<file path="config.mk">
export PLATFORM = sky130hd
export DESIGN_NAME = mul_div_unit
export DESIGN_NICKNAME = d
export VERILOG_FILES = /design/src/rtl/mdu_pkg.sv /design/src/rtl/mdu_iter_core.sv /design/src/rtl/mul_div_unit.sv
export SDC_FILE = /design/constraint.sdc
export NUM_CORES = 1
export LEC_CHECK = 0
export CORE_ASPECT_RATIO = 0.5
export CORE_MARGIN = 4
export CORE_UTILIZATION = 29
export DETAILED_ROUTE_END_ITERATION = 8
export GPL_TIMING_DRIVEN = 0
export HOLD_SLACK_MARGIN = 0.06
export PLACE_DENSITY = 0.53
export SYNTH_ARGS = -nofsm -noshare
export SYNTH_HDL_FRONTEND = slang
export SYNTH_HIERARCHICAL = 1
export SYNTH_SLANG_ARGS = --single-unit
</file>
<file path="constraint.sdc">
create_clock -name i_clk -period 18.8 [get_ports i_clk]
set_clock_uncertainty 0.05 [all_clocks]
set_input_delay 5.64 -clock i_clk [delete_from_list [all_inputs] [get_ports i_clk]]
set_output_delay 5.64 -clock i_clk [all_outputs]
set_load 0.02 [all_outputs]
</file>
<file path="src/rtl/mdu_pkg.sv">
// Shared types and decode helpers for the iterative multiply/divide unit.
package mdu_pkg;

  // RV32M funct3 encodings.
  typedef enum logic [2:0] {
    OpMul    = 3'd0,
    OpMulh   = 3'd1,
    OpMulhsu = 3'd2,
    OpMulhu  = 3'd3,
    OpDiv    = 3'd4,
    OpDivu   = 3'd5,
    OpRem    = 3'd6,
    OpRemu   = 3'd7
  } mdu_op_e;

  typedef enum logic [1:0] {
    StIdle = 2'd0,
    StCalc = 2'd1,
    StDone = 2'd2
  } mdu_state_e;

  function automatic logic is_div(input mdu_op_e op);
    return op[2];
  endfunction

  function automatic logic is_rem(input mdu_op_e op);
    return op inside {OpRem, OpRemu};
  endfunction

  function automatic logic a_signed(input mdu_op_e op);
    return op inside {OpMulh, OpMulhsu, OpDiv, OpRem};
  endfunction

  function automatic logic b_signed(input mdu_op_e op);
    return op inside {OpMulh, OpDiv, OpRem};
  endfunction

endpackage

</file>
<file path="src/rtl/mdu_iter_core.sv">
// Radix-2 iteration datapath: 2*XLEN accumulator plus one shared XLEN+1 bit adder.
// Multiply: {hi, lo} starts as {0, |a|}, shift-add of |b| on lo[0], shift right.
// Divide:   {rem, quo} starts as {0, |a|}, restoring shift-subtract of |b|, shift left.
module mdu_iter_core #(
  parameter int unsigned XLEN = 32
) (
  input  logic              clk_i,
  input  logic              rst_ni,
  input  logic              load_i,
  input  logic              step_i,
  input  logic              div_mode_i,
  input  logic [XLEN-1:0]   a_mag_i,
  input  logic [XLEN-1:0]   b_mag_i,
  output logic [2*XLEN-1:0] acc_next_o
);

  logic [2*XLEN-1:0] acc_q, acc_d;
  logic [XLEN-1:0]   b_q, b_d;
  logic              div_q, div_d;

  logic [XLEN-1:0]   hi, lo;
  logic [XLEN:0]     add_x, add_y;
  logic [XLEN+1:0]   sum;
  logic              no_borrow;

  assign hi = acc_q[2*XLEN-1:XLEN];
  assign lo = acc_q[XLEN-1:0];

  // Shared adder: hi + b for multiply, ({hi, lo msb}) - b for divide.
  always_comb begin
    add_x     = div_q ? {hi, lo[XLEN-1]} : {1'b0, hi};
    add_y     = div_q ? ~{1'b0, b_q} : {1'b0, b_q};
    sum       = {1'b0, add_x} + {1'b0, add_y} + {{(XLEN + 1){1'b0}}, div_q};
    no_borrow = sum[XLEN+1];
  end

  // Accumulator next state: load on accept, one step per cycle while iterating.
  always_comb begin
    acc_d = acc_q;
    b_d   = b_q;
    div_d = div_q;
    if (load_i) begin
      acc_d = {{XLEN{1'b0}}, a_mag_i};
      b_d   = b_mag_i;
      div_d = div_mode_i;
    end else if (step_i) begin
      if (div_q) begin
        acc_d = {(no_borrow ? sum[XLEN-1:0] : add_x[XLEN-1:0]), lo[XLEN-2:0], no_borrow};
      end else if (lo[0]) begin
        acc_d = {sum[XLEN:0], lo[XLEN-1:1]};
      end else begin
        acc_d = {1'b0, hi, lo[XLEN-1:1]};
      end
    end
  end

  // Datapath registers.
  always_ff @(posedge clk_i or negedge rst_ni) begin
    if (!rst_ni) begin
      acc_q <= '0;
      b_q   <= '0;
      div_q <= 1'b0;
    end else begin
      acc_q <= acc_d;
      b_q   <= b_d;
      div_q <= div_d;
    end
  end

  // The top latches the final value in the same edge as the last step.
  assign acc_next_o = acc_d;

endmodule

</file>
<file path="src/rtl/mul_div_unit.sv">
// Iterative RV32M multiply/divide unit with valid/ready handshake on both sides.
// Owns the FSM, operand sign handling, early-out detection and the result register.
module mul_div_unit
  import mdu_pkg::*;
#(
  parameter  int unsigned XLEN  = 32,
  localparam int unsigned CNT_W = $clog2(XLEN) + 1
) (
  input  logic            i_clk,
  input  logic            i_rst_n,
  input  logic            i_flush,
  input  logic            i_valid,
  output logic            o_ready,
  input  logic [2:0]      i_op,
  input  logic [XLEN-1:0] i_a,
  input  logic [XLEN-1:0] i_b,
  output logic            o_valid,
  input  logic            i_ready,
  output logic [XLEN-1:0] o_result,
  output logic            o_div_by_zero,
  output logic            o_busy
);

  localparam logic [XLEN-1:0] MinNeg = {1'b1, {(XLEN - 1){1'b0}}};

  mdu_state_e       state_q, state_d;
  logic [CNT_W-1:0] cnt_q, cnt_d;
  mdu_op_e          op_q, op_d;
  logic             sa_q, sa_d, sb_q, sb_d;
  logic [XLEN-1:0]  result_q, result_d;
  logic             dbz_q, dbz_d;

  mdu_op_e           op_in;
  logic              a_neg, b_neg, div_zero, div_ovf, accept, core_load, core_step;
  logic [XLEN-1:0]   a_mag, b_mag;
  logic [2*XLEN-1:0] core_next, prod_fix;
  logic [XLEN-1:0]   quo_fix, rem_fix, fixed_res;

  // Request decode: operand magnitudes and early-out conditions.
  always_comb begin
    op_in    = mdu_op_e'(i_op);
    a_neg    = a_signed(op_in) & i_a[XLEN-1];
    b_neg    = b_signed(op_in) & i_b[XLEN-1];
    a_mag    = a_neg ? -i_a : i_a;
    b_mag    = b_neg ? -i_b : i_b;
    div_zero = is_div(op_in) && (i_b == '0);
    div_ovf  = (op_in inside {OpDiv, OpRem}) && (i_a == MinNeg) && (i_b == '1);
    accept   = (state_q == StIdle) && i_valid && !i_flush;
  end

  assign core_load = accept && !div_zero && !div_ovf;
  assign core_step = (state_q == StCalc);

  mdu_iter_core #(
    .XLEN(XLEN)
  ) u_iter_core (
    .clk_i      (i_clk),
    .rst_ni     (i_rst_n),
    .load_i     (core_load),
    .step_i     (core_step),
    .div_mode_i (is_div(op_in)),
    .a_mag_i    (a_mag),
    .b_mag_i    (b_mag),
    .acc_next_o (core_next)
  );

  // Sign correction of the final magnitude result and result selection.
  always_comb begin
    prod_fix  = (sa_q ^ sb_q) ? -core_next : core_next;
    quo_fix   = (sa_q ^ sb_q) ? -core_next[XLEN-1:0] : core_next[XLEN-1:0];
    rem_fix   = sa_q ? -core_next[2*XLEN-1:XLEN] : core_next[2*XLEN-1:XLEN];
    fixed_res = '0;
    unique case (op_q)
      OpMul:                     fixed_res = prod_fix[XLEN-1:0];
      OpMulh, OpMulhsu, OpMulhu: fixed_res = prod_fix[2*XLEN-1:XLEN];
      OpDiv, OpDivu:             fixed_res = quo_fix;
      default:                   fixed_res = rem_fix;
    endcase
  end

  // FSM next state; flush has priority over every other transition.
  always_comb begin
    state_d  = state_q;
    cnt_d    = cnt_q;
    op_d     = op_q;
    sa_d     = sa_q;
    sb_d     = sb_q;
    result_d = result_q;
    dbz_d    = dbz_q;
    unique case (state_q)
      StIdle: begin
        if (accept) begin
          op_d  = op_in;
          sa_d  = a_neg;
          sb_d  = b_neg;
          cnt_d = '0;
          dbz_d = 1'b0;
          if (div_zero) begin
            result_d = is_rem(op_in) ? i_a : '1;
            dbz_d    = 1'b1;
            state_d  = StDone;
          end else if (div_ovf) begin
            result_d = is_rem(op_in) ? '0 : i_a;
            state_d  = StDone;
          end else begin
            state_d = StCalc;
          end
        end
      end
      StCalc: begin
        if (i_flush) begin
          state_d = StIdle;
          cnt_d   = '0;
        end else if (cnt_q == CNT_W'(XLEN - 1)) begin
          result_d = fixed_res;
          state_d  = StDone;
          cnt_d    = '0;
        end else begin
          cnt_d = cnt_q + 1'b1;
        end
      end
      StDone: begin
        if (i_flush || i_ready) begin
          state_d = StIdle;
        end
      end
      default: state_d = StIdle;
    endcase
  end

  // FSM and result registers.
  always_ff @(posedge i_clk or negedge i_rst_n) begin
    if (!i_rst_n) begin
      state_q  <= StIdle;
      cnt_q    <= '0;
      op_q     <= OpMul;
      sa_q     <= 1'b0;
      sb_q     <= 1'b0;
      result_q <= '0;
      dbz_q    <= 1'b0;
    end else begin
      state_q  <= state_d;
      cnt_q    <= cnt_d;
      op_q     <= op_d;
      sa_q     <= sa_d;
      sb_q     <= sb_d;
      result_q <= result_d;
      dbz_q    <= dbz_d;
    end
  end

  assign o_ready       = (state_q == StIdle);
  assign o_busy        = (state_q != StIdle);
  assign o_valid       = (state_q == StDone);
  assign o_result      = o_valid ? result_q : '0;
  assign o_div_by_zero = o_valid & dbz_q;

endmodule
</file>
======== Word level (Yosys, flattened, before mapping) ========
Index checks and enable logic that the tools add are counted.
word-level totals
  logic and storage cells ................. 104
  bits of input ports ..................... 72
  output and inout port bits .............. 36
  flip-flop bits (word level) ............. 143
operators by class
  multiplexer cells ....................... 34
  reductions and logical operators ........ 26
  bitwise gates (word level) .............. 5
  $add $sub $neg .......................... 8
  eq/ne operators ......................... 21
operator list
  kind                                                              number
  32-bit 2-to-1 mux                                                 13
  64-bit 2-to-1 mux                                                 5
  32-bit negator                                                    4
  32-bit one-hot mux with 3 select lines                            1
  33-bit 2-to-1 mux                                                 2
  32-bit == test (second input constant)                            2
  64-bit negator                                                    1
  32-bit one-hot mux with 2 select lines                            1
  33-bit by 33-bit adder with 34-bit output                         1
  34-bit by 1-bit adder with 34-bit output                          1
  32-bit inverter with 33-bit output                                1
  32-bit zero test                                                  1
  6-bit 2-to-1 mux                                                  3
  3-bit == test (second input constant)                             5
  2-bit 2-to-1 mux                                                  6
  6-bit one-hot mux with 2 select lines                             1
  3-bit by 2-bit == test with 1-bit output (second input constant)  3
  2-bit nonzero test                                                4
  1-bit logical AND                                                 7
  6-bit by 1-bit adder with 6-bit output (second input constant)    1
  3-bit by 1-bit == test with 1-bit output (second input constant)  2
  6-bit by 5-bit == test with 1-bit output (second input constant)  1
  2-bit by 1-bit != test with 1-bit output (second input constant)  3
  2-bit one-hot mux with 3 select lines                             1
  other kinds (19)                                                  24

======== Logic depth before layout (Yosys ltp) ========
  depth after elaboration ................. 14
  gate-level depth with buffers ........... 26
  gate-level depth less buffers ........... 20

======== Hierarchy ========
The synthesis kept the hierarchy.
by module, submodules not included
  module         seq. area each (µm²)  cells an instance  times used  area an instance (µm²)
  mdu_iter_core  2,427.3               974                1           8,344.3
  mul_div_unit   1,151.1               946                1           6,700.2

======== Least setup slack after synthesis ========
No wires, ideal clock.
  path kind ............................... input to register
  from .................................... input i_b[1]
  to ...................................... register result_q[29]
  stages on the path ...................... 20
  data arrival time ....................... 10.364 ns
  path buffers ............................ 4
  data required time ...................... 18.627 ns
  setup time .............................. 0.123 ns
  setup slack ............................. 8.263 ns
  path through ............................ inv_1 ha_1 or3b_1 or3_1 or3_1 buf_2 a2bb2o_4 nor2_1 clkbuf_1 clkbuf_1 clkbuf_1 nand2_1 o21ai_0 nor4_4 nand4_1 or3_1 or4_1 a211o_1 and3_1 o221a_2
on the way
  word-level cells in the longest chain between the ends .. 12
  elaborated cells on any way between the ends .. 23
  those cells by class .................... 3 x add/sub; 2 x eq/ne; 10 x mux; 8 x reduce/logical
RTL lines
  what                                                    line                                    text
  start, declared                                         mul_div_unit.sv:16                      input logic [XLEN-1:0] i_b,
  32-bit zero test                                        mul_div_unit.sv:46                      div_zero = is_div(op_in) && (i_b == '0);
  1-bit logical AND                                       mul_div_unit.sv:46
  1-bit zero test                                         mul_div_unit.sv:51                      assign core_load = accept && !div_zero && !div_ovf;
  1-bit logical AND                                       mul_div_unit.sv:51
  1-bit logical AND (*)                                   mul_div_unit.sv:51
  net core_load                                           mul_div_unit.sv:34                      logic a_neg, b_neg, div_zero, div_ovf, accept, core_load, core_step;
  64-bit 2-to-1 mux (*)                                   mdu_iter_core.sv:42                     if (load_i) begin
  net core_next[6]                                        mul_div_unit.sv:36                      logic [2*XLEN-1:0] core_next, prod_fix;
  64-bit negator or 32-bit negator (tied branches)        mul_div_unit.sv:69, mul_div_unit.sv:70
  64-bit 2-to-1 mux or 32-bit 2-to-1 mux (tied branches)  mul_div_unit.sv:69, mul_div_unit.sv:70
  32-bit one-hot mux with 3 select lines (*)              mul_div_unit.sv:73                      unique case (op_q)
  32-bit 2-to-1 mux (*)                                   mul_div_unit.sv:114                     end else if (cnt_q == CNT_W'(XLEN - 1)) begin
  32-bit 2-to-1 mux (*)                                   mul_div_unit.sv:111                     if (i_flush) begin
  32-bit one-hot mux with 2 select lines (*)              mul_div_unit.sv:90                      unique case (state_q)
  end signal, assigned                                    mul_div_unit.sv:147                     result_q <= result_d;
  end, declared                                           mul_div_unit.sv:30                      logic [XLEN-1:0] result_q, result_d;
The timed path passes the listed nets; every way through them passes the cells marked *. The select of a mux whose other input is x is not followed.
A chain may end at the register's enable or synchronous reset.

======== Worst setup path after layout ========
  from .................................... input i_a[0]
  to ...................................... register result_q[20]
on the way
  word-level cells in the longest chain between the ends .. 12
  elaborated cells on any way between the ends .. 20
  those cells by class .................... 4 x add/sub; 2 x eq/ne; 9 x mux; 5 x reduce/logical
RTL lines
  what                                                    line                                    text
  start, declared                                         mul_div_unit.sv:15                      input logic [XLEN-1:0] i_a,
  32-bit == test (*)                                      mul_div_unit.sv:47                      div_ovf = (op_in inside {OpDiv, OpRem}) && (i_a == MinNeg) && (i_b == '1);
  1-bit logical AND (*) (2 in a row)                      mul_div_unit.sv:47
  1-bit zero test (*)                                     mul_div_unit.sv:51
  1-bit logical AND (*)                                   mul_div_unit.sv:51
  net core_load                                           mul_div_unit.sv:34
  64-bit 2-to-1 mux (*)                                   mdu_iter_core.sv:42
  net core_next[0]                                        mul_div_unit.sv:36
  64-bit negator or 32-bit negator (tied branches)        mul_div_unit.sv:69, mul_div_unit.sv:70
  64-bit 2-to-1 mux or 32-bit 2-to-1 mux (tied branches)  mul_div_unit.sv:69, mul_div_unit.sv:70
  32-bit one-hot mux with 3 select lines (*)              mul_div_unit.sv:73
  32-bit 2-to-1 mux (*)                                   mul_div_unit.sv:114
  32-bit 2-to-1 mux (*)                                   mul_div_unit.sv:111
  32-bit one-hot mux with 2 select lines (*)              mul_div_unit.sv:90
Marks and branches as above.

==> results summary <==
The minimum setup slack among reg-to-reg paths came out at 9100 ps. After clock tree synthesis, the setup repair step added 0 buffers. The starting density of the core is 0.2966. The number of nets at the end of the flow is 2159. The count of unresolved DRC violations after routing is 0. The max capacitance violation total came out at 0.

The total internal power is approximately 0.0013 W. The final max-slew violation count is 0. The data required time at the worst endpoint is between 15000 and 20000 ps. The height of the die is around 170 µm. The mapped netlist covers 15040 µm².

The largest buffer count on any clock path came out at 2. The final worst-path setup slack came out at around 5000 ps. The critical setup path kind is in -> reg. The total number of vias came out at approximately 16000. The insertion delay of the later-clocked pin in the worst-skew pair came out at 460 ps. The initial DRC count came out at 1795.

The routed design could run at a clock period as short as 13790 ps. At the pin with the least slew margin, the transition time is between 1000 and 1500 ps. The first TritonRoute pass finished after 6 iterations. In this run, synthesis produced a sequential element count of 143.

The path with the worst hold slack has its endpoint at dbz_q. Along the worst hold path, the cell count comes to 1. The post-detailed-routing wire length is 68690 µm.

Of the cells placed in the final design, the portion with a size suffix greater than 1 is 0.09311. The count of cells along the worst register-to-register path is 23. In this run the most critical hold path is launched from dbz_q.

The peak clock frequency supported by timing is between 0.07 and 0.08 GHz. The weighted congestion reported at the end of routability-driven placement is 1.034. The proportion of power drawn by the clock network is 0.115. The I/O pin count is ~110. Of the total power, registers draw 0.165. Dividing the synthesized area by the synthesized cell count gives roughly 8 µm². The number of inserted filler cells in the final layout is 5453.

The relative area change from synthesis to final layout is 17.11%. The core footprint came out at 50730 µm². The worst reg2reg path startpoint is u_iter_core/div_q.

In the finished design, the share of the clock period the worst path needs comes to 0.7335. The total nets after synthesis is 2030. The clock sink count came out at 143. The proportion of power drawn by combinational gates came out at 0.720. The overall routing resource usage is 0.2408. The number of placed instances, taps included came out at 2720. The capture instance of the worst register-to-register path is result_q[20]. The kind of start point of the critical path is a primary input.

The capturing element type of the critical path is a flip-flop. For this run, the number of standard cells in the final layout without fillers is around 2800. Among all flip-flop cells after synthesis, the most frequent one is sky130_fd_sc_hd__dfrtp_1. The total of warnings raised by yosys came out at 6. The maximum vdd ir drop came out at ~75 µV. The area of the multi-input gates is 10760 µm². The die covers 55810 µm². The ratio of routed vias to standard cells is around 6. In this run the power spent charging and discharging nets is 0.001708 W. The number of diodes added for antenna fixing came out at 0.

The final hold violation count is 0. The total of buffers placed on input and output ports is 107. The count of flip-flops with a built-in enable after synthesis is 0. In this run, CTS created clock tree buffers numbering 17.

The run finished with clean final reports. The clock tree from TritonCTS is yes. The clock transition at the registers of the reported paths came out at 70 ps. Dividing the detail-routed wire length by the instance count gives ~25 µm. In this run the worst hold path is classified as reg -> reg. The number of H-tree levels is 4. Of the total power, the share spent switching nets is 0.5676.

The floorplan step set the die width to ~330 µm. For this run, the share of the core covered by cells in the final layout is 0.3473. The wire length of the first global-routing pass came out at slightly above 100000 µm. The power per cell area came out at 170.9 nW/µm². The maximum fanout along the worst path came out at 10. The total global routing overflow is 0.

Setup repair after global routing left no endpoint under its margin. The via count of the first global-routing pass came out at roughly 15000. The final count of negative-setup-slack endpoints came out at 0. The cell row count is slightly below 60. Counting distinct cell types in the post-synthesis netlist gives 106. The number of antenna violations at the first check in global routing is 1. The relative slew slack came out at 0.05916.

The critical path starts at i_a[0]. The maximum number of pins on one net before global-route repair is 94. The setup TNS after final layout came out at 0 ps. The minimum setup slack after placement came out at between 5000 and 6000 ps. The cell chosen for the clock root is sky130_fd_sc_hd__clkbuf_16. The sequential element share of the synthesized area came out at 0.2379.

Summed over all cells, the static leakage comes to 6.510 nW. In the synthesized netlist, the number of instances is between 1500 and 2000. The register cell area after layout came out at 3578 µm². The critical path arrival is ~14000 ps. The total of cells resized after clock tree synthesis is 0. The proportion of synthesized flip-flops having asynchronous set or reset came out at 1.000. The number of hold buffers added after CTS came out at 0. In this run the remaining antenna-violating nets after routing total 0.

The HPWL after detailed placement came out at 53980 µm.
[state kept, by name (all words and copies together), names as in the netlist]
| register | cells |
|---|---|
| cnt_q | 6 |
| sa_q | 1 |
| state_q | 2 |
| u_iter_core/b_q | 32 |
| result_q | 32 |
| dbz_q | 1 |
| u_iter_core/div_q | 1 |
| sb_q | 1 |
| op_q | 3 |
| u_iter_core/acc_q | 64 |
[power groups by stage]
stage	logic (W)	registers, W	clock network, W
5_1_grt	0.00231	0.000508	0.000363
6_report	0.00217	0.000498	0.000346
4_1_cts	0.00208	0.000492	0.000351
3_3_place_gp	0.00207	0.000497	0
3_5_place_dp	0.00206	0.000497	0
2_1_floorplan	0.00145	0.000461	0
[critical path, cell delays in order]
cell and delay, ps:
sky130_fd_sc_hd__clkdlybuf4s50_1 620, sky130_fd_sc_hd__inv_1 130, sky130_fd_sc_hd__ha_1 170, sky130_fd_sc_hd__or3b_2 480, sky130_fd_sc_hd__nor3_1 760, sky130_fd_sc_hd__and4_1 470
sky130_fd_sc_hd__a2bb2o_4 210, sky130_fd_sc_hd__nor2_1 60, sky130_fd_sc_hd__clkbuf_1 350, sky130_fd_sc_hd__clkbuf_1 470, sky130_fd_sc_hd__clkbuf_1 460, sky130_fd_sc_hd__nand2_1 170
sky130_fd_sc_hd__o21ai_0 360, sky130_fd_sc_hd__inv_1 160, sky130_fd_sc_hd__ha_1 230, sky130_fd_sc_hd__nor4b_1 840, sky130_fd_sc_hd__nand4_1 410, sky130_fd_sc_hd__nor4_1 670
sky130_fd_sc_hd__clkbuf_1 490, sky130_fd_sc_hd__nand2_1 160, sky130_fd_sc_hd__o311ai_0 530, sky130_fd_sc_hd__a31oi_1 180
[cells by family after synthesis]
logic type               count (synthesis)  share of synthesized area
XOR/XNOR                               162                    0.09431
buffers and inverters                  168                    0.04799
AND/OR/NAND/NOR                        665                     0.2260
multiplexers                           111                    0.07934
adder cells (fa/ha/maj)                 38                    0.03210
AO/OA/AOI/OAI                          633                     0.2824
flip-flops                             143                     0.2379
[worst max-delay path by stage]
| stage | end | slack (ps) |
|---|---|---|
| 3_5_place_dp | result_q[20] | 5170 |
| 2_1_floorplan | result_q[29] | 8260 |
| 4_1_cts | result_q[20] | 5610 |
| 3_3_place_gp | result_q[20] | 5160 |
| 5_1_grt | result_q[20] | 4950 |
| 6_report | result_q[20] | 5010 |
[layout make-up]
| type | instances | share of cell area |
|---|---|---|
| multi-input cells | 1609 | 0.6110 |
| flip-flops and latches | 143 | 0.2031 |
| repair buffers | 110 | 0.06335 |
| well taps | 690 | 0.04900 |
| plain buffers | 132 | 0.03331 |
| clock buffers | 17 | 0.02415 |
| clock inverters | 15 | 0.008451 |
| inverters | 36 | 0.007670 |
[synthesized netlist by cell type (7+ instances only)]
cell	instances	area share
sky130_fd_sc_hd__xnor2_1	77	0.045
sky130_fd_sc_hd__o21bai_1	12	0.0060
sky130_fd_sc_hd__a211oi_1	27	0.013
sky130_fd_sc_hd__or3_1	26	0.011
sky130_fd_sc_hd__ha_1	37	0.031
sky130_fd_sc_hd__o22ai_1	12	0.0050
sky130_fd_sc_hd__or2_2	7	0.0029
sky130_fd_sc_hd__buf_1	13	0.0032
sky130_fd_sc_hd__o2111ai_1	13	0.0076
sky130_fd_sc_hd__a31oi_1	39	0.016
sky130_fd_sc_hd__inv_1	34	0.0085
sky130_fd_sc_hd__nor3_1	53	0.018
sky130_fd_sc_hd__o21ai_0	180	0.060
sky130_fd_sc_hd__nor3b_1	7	0.0035
sky130_fd_sc_hd__o41ai_1	15	0.0087
sky130_fd_sc_hd__nand4_1	38	0.016
sky130_fd_sc_hd__dfrtp_1	143	0.24
sky130_fd_sc_hd__mux2_2	62	0.046
sky130_fd_sc_hd__nor2_1	130	0.032
sky130_fd_sc_hd__or4_1	21	0.010
sky130_fd_sc_hd__and2_1	40	0.017
sky130_fd_sc_hd__clkbuf_1	85	0.021
sky130_fd_sc_hd__a21o_1	25	0.012
sky130_fd_sc_hd__o31ai_1	27	0.013
sky130_fd_sc_hd__o21ai_1	8	0.0027
sky130_fd_sc_hd__o211ai_1	34	0.017
sky130_fd_sc_hd__a221oi_1	12	0.0070
sky130_fd_sc_hd__buf_2	25	0.0083
sky130_fd_sc_hd__a311oi_1	10	0.0058
sky130_fd_sc_hd__a211o_1	16	0.0093
sky130_fd_sc_hd__mux2i_1	48	0.032
sky130_fd_sc_hd__xor2_1	85	0.049
sky130_fd_sc_hd__nand3_1	42	0.014
sky130_fd_sc_hd__nor2b_1	7	0.0029
sky130_fd_sc_hd__a21oi_1	104	0.035
sky130_fd_sc_hd__nand2b_1	10	0.0042
sky130_fd_sc_hd__o21a_1	11	0.0055
sky130_fd_sc_hd__and3_1	10	0.0042
sky130_fd_sc_hd__nand2_1	211	0.053
sky130_fd_sc_hd__nor4_1	20	0.0083
[metrics by stage]
stage | instance area [µm²] | hold slack [ps] | power (W)
finish | 17620 | 427.0 | 0.003010
global route | 17620 | 449.8 | 0.003181
CTS | 17610 | 432.8 | 0.002923
detailed placement | 17040 | 417.5 | 0.002560
global placement | 16980 | 407.8 | 0.002568
floorplan | 15040 | 391.3 | 0.001906
[layer usage]
metal | track usage | vias up | part of all wire
li1 | - | 7451 | -
met5 | 0 | - | 0
met1 | 0.3418 | 7972 | 0.46
met4 | 0.09370 | 0 | 0.044
met2 | 0.3651 | 833 | 0.42
met3 | 0.03968 | 128 | 0.075
[cell usage in the layout (no fill, tap or decap), types with 12 or more instances in the layout]
cell | Yosys | final
sky130_fd_sc_hd__nand2_1 | 211 | 211
sky130_fd_sc_hd__o22ai_1 | 12 | 12
sky130_fd_sc_hd__nand3_1 | 42 | 42
sky130_fd_sc_hd__o2111ai_1 | 13 | 13
sky130_fd_sc_hd__a31oi_1 | 39 | 39
sky130_fd_sc_hd__o41ai_1 | 15 | 15
sky130_fd_sc_hd__a221oi_1 | 12 | 12
sky130_fd_sc_hd__a211o_1 | 16 | 16
sky130_fd_sc_hd__xnor2_1 | 77 | 77
sky130_fd_sc_hd__clkbuf_1 | 85 | 85
sky130_fd_sc_hd__and2_1 | 40 | 40
sky130_fd_sc_hd__clkdlybuf4s50_1 | 0 | 106
sky130_fd_sc_hd__xor2_1 | 85 | 85
sky130_fd_sc_hd__inv_1 | 34 | 34
sky130_fd_sc_hd__nor2_1 | 130 | 130
sky130_fd_sc_hd__or3_1 | 26 | 26
sky130_fd_sc_hd__a21oi_1 | 104 | 104
sky130_fd_sc_hd__ha_1 | 37 | 37
sky130_fd_sc_hd__mux2_2 | 62 | 62
sky130_fd_sc_hd__or4_1 | 21 | 21
sky130_fd_sc_hd__o21bai_1 | 12 | 12
sky130_fd_sc_hd__o21ai_0 | 180 | 180
sky130_fd_sc_hd__a21o_1 | 25 | 25
sky130_fd_sc_hd__clkbuf_16 | 0 | 17
sky130_fd_sc_hd__nand4_1 | 38 | 38
sky130_fd_sc_hd__nor4_1 | 20 | 18
sky130_fd_sc_hd__buf_2 | 25 | 26
sky130_fd_sc_hd__o31ai_1 | 27 | 27
sky130_fd_sc_hd__dfrtp_1 | 143 | 143
sky130_fd_sc_hd__a211oi_1 | 27 | 27
sky130_fd_sc_hd__buf_1 | 13 | 13
sky130_fd_sc_hd__nor3_1 | 53 | 52
sky130_fd_sc_hd__mux2i_1 | 48 | 48
sky130_fd_sc_hd__o211ai_1 | 34 | 34
No activity file was read; power rests on OpenSTA's default activity.
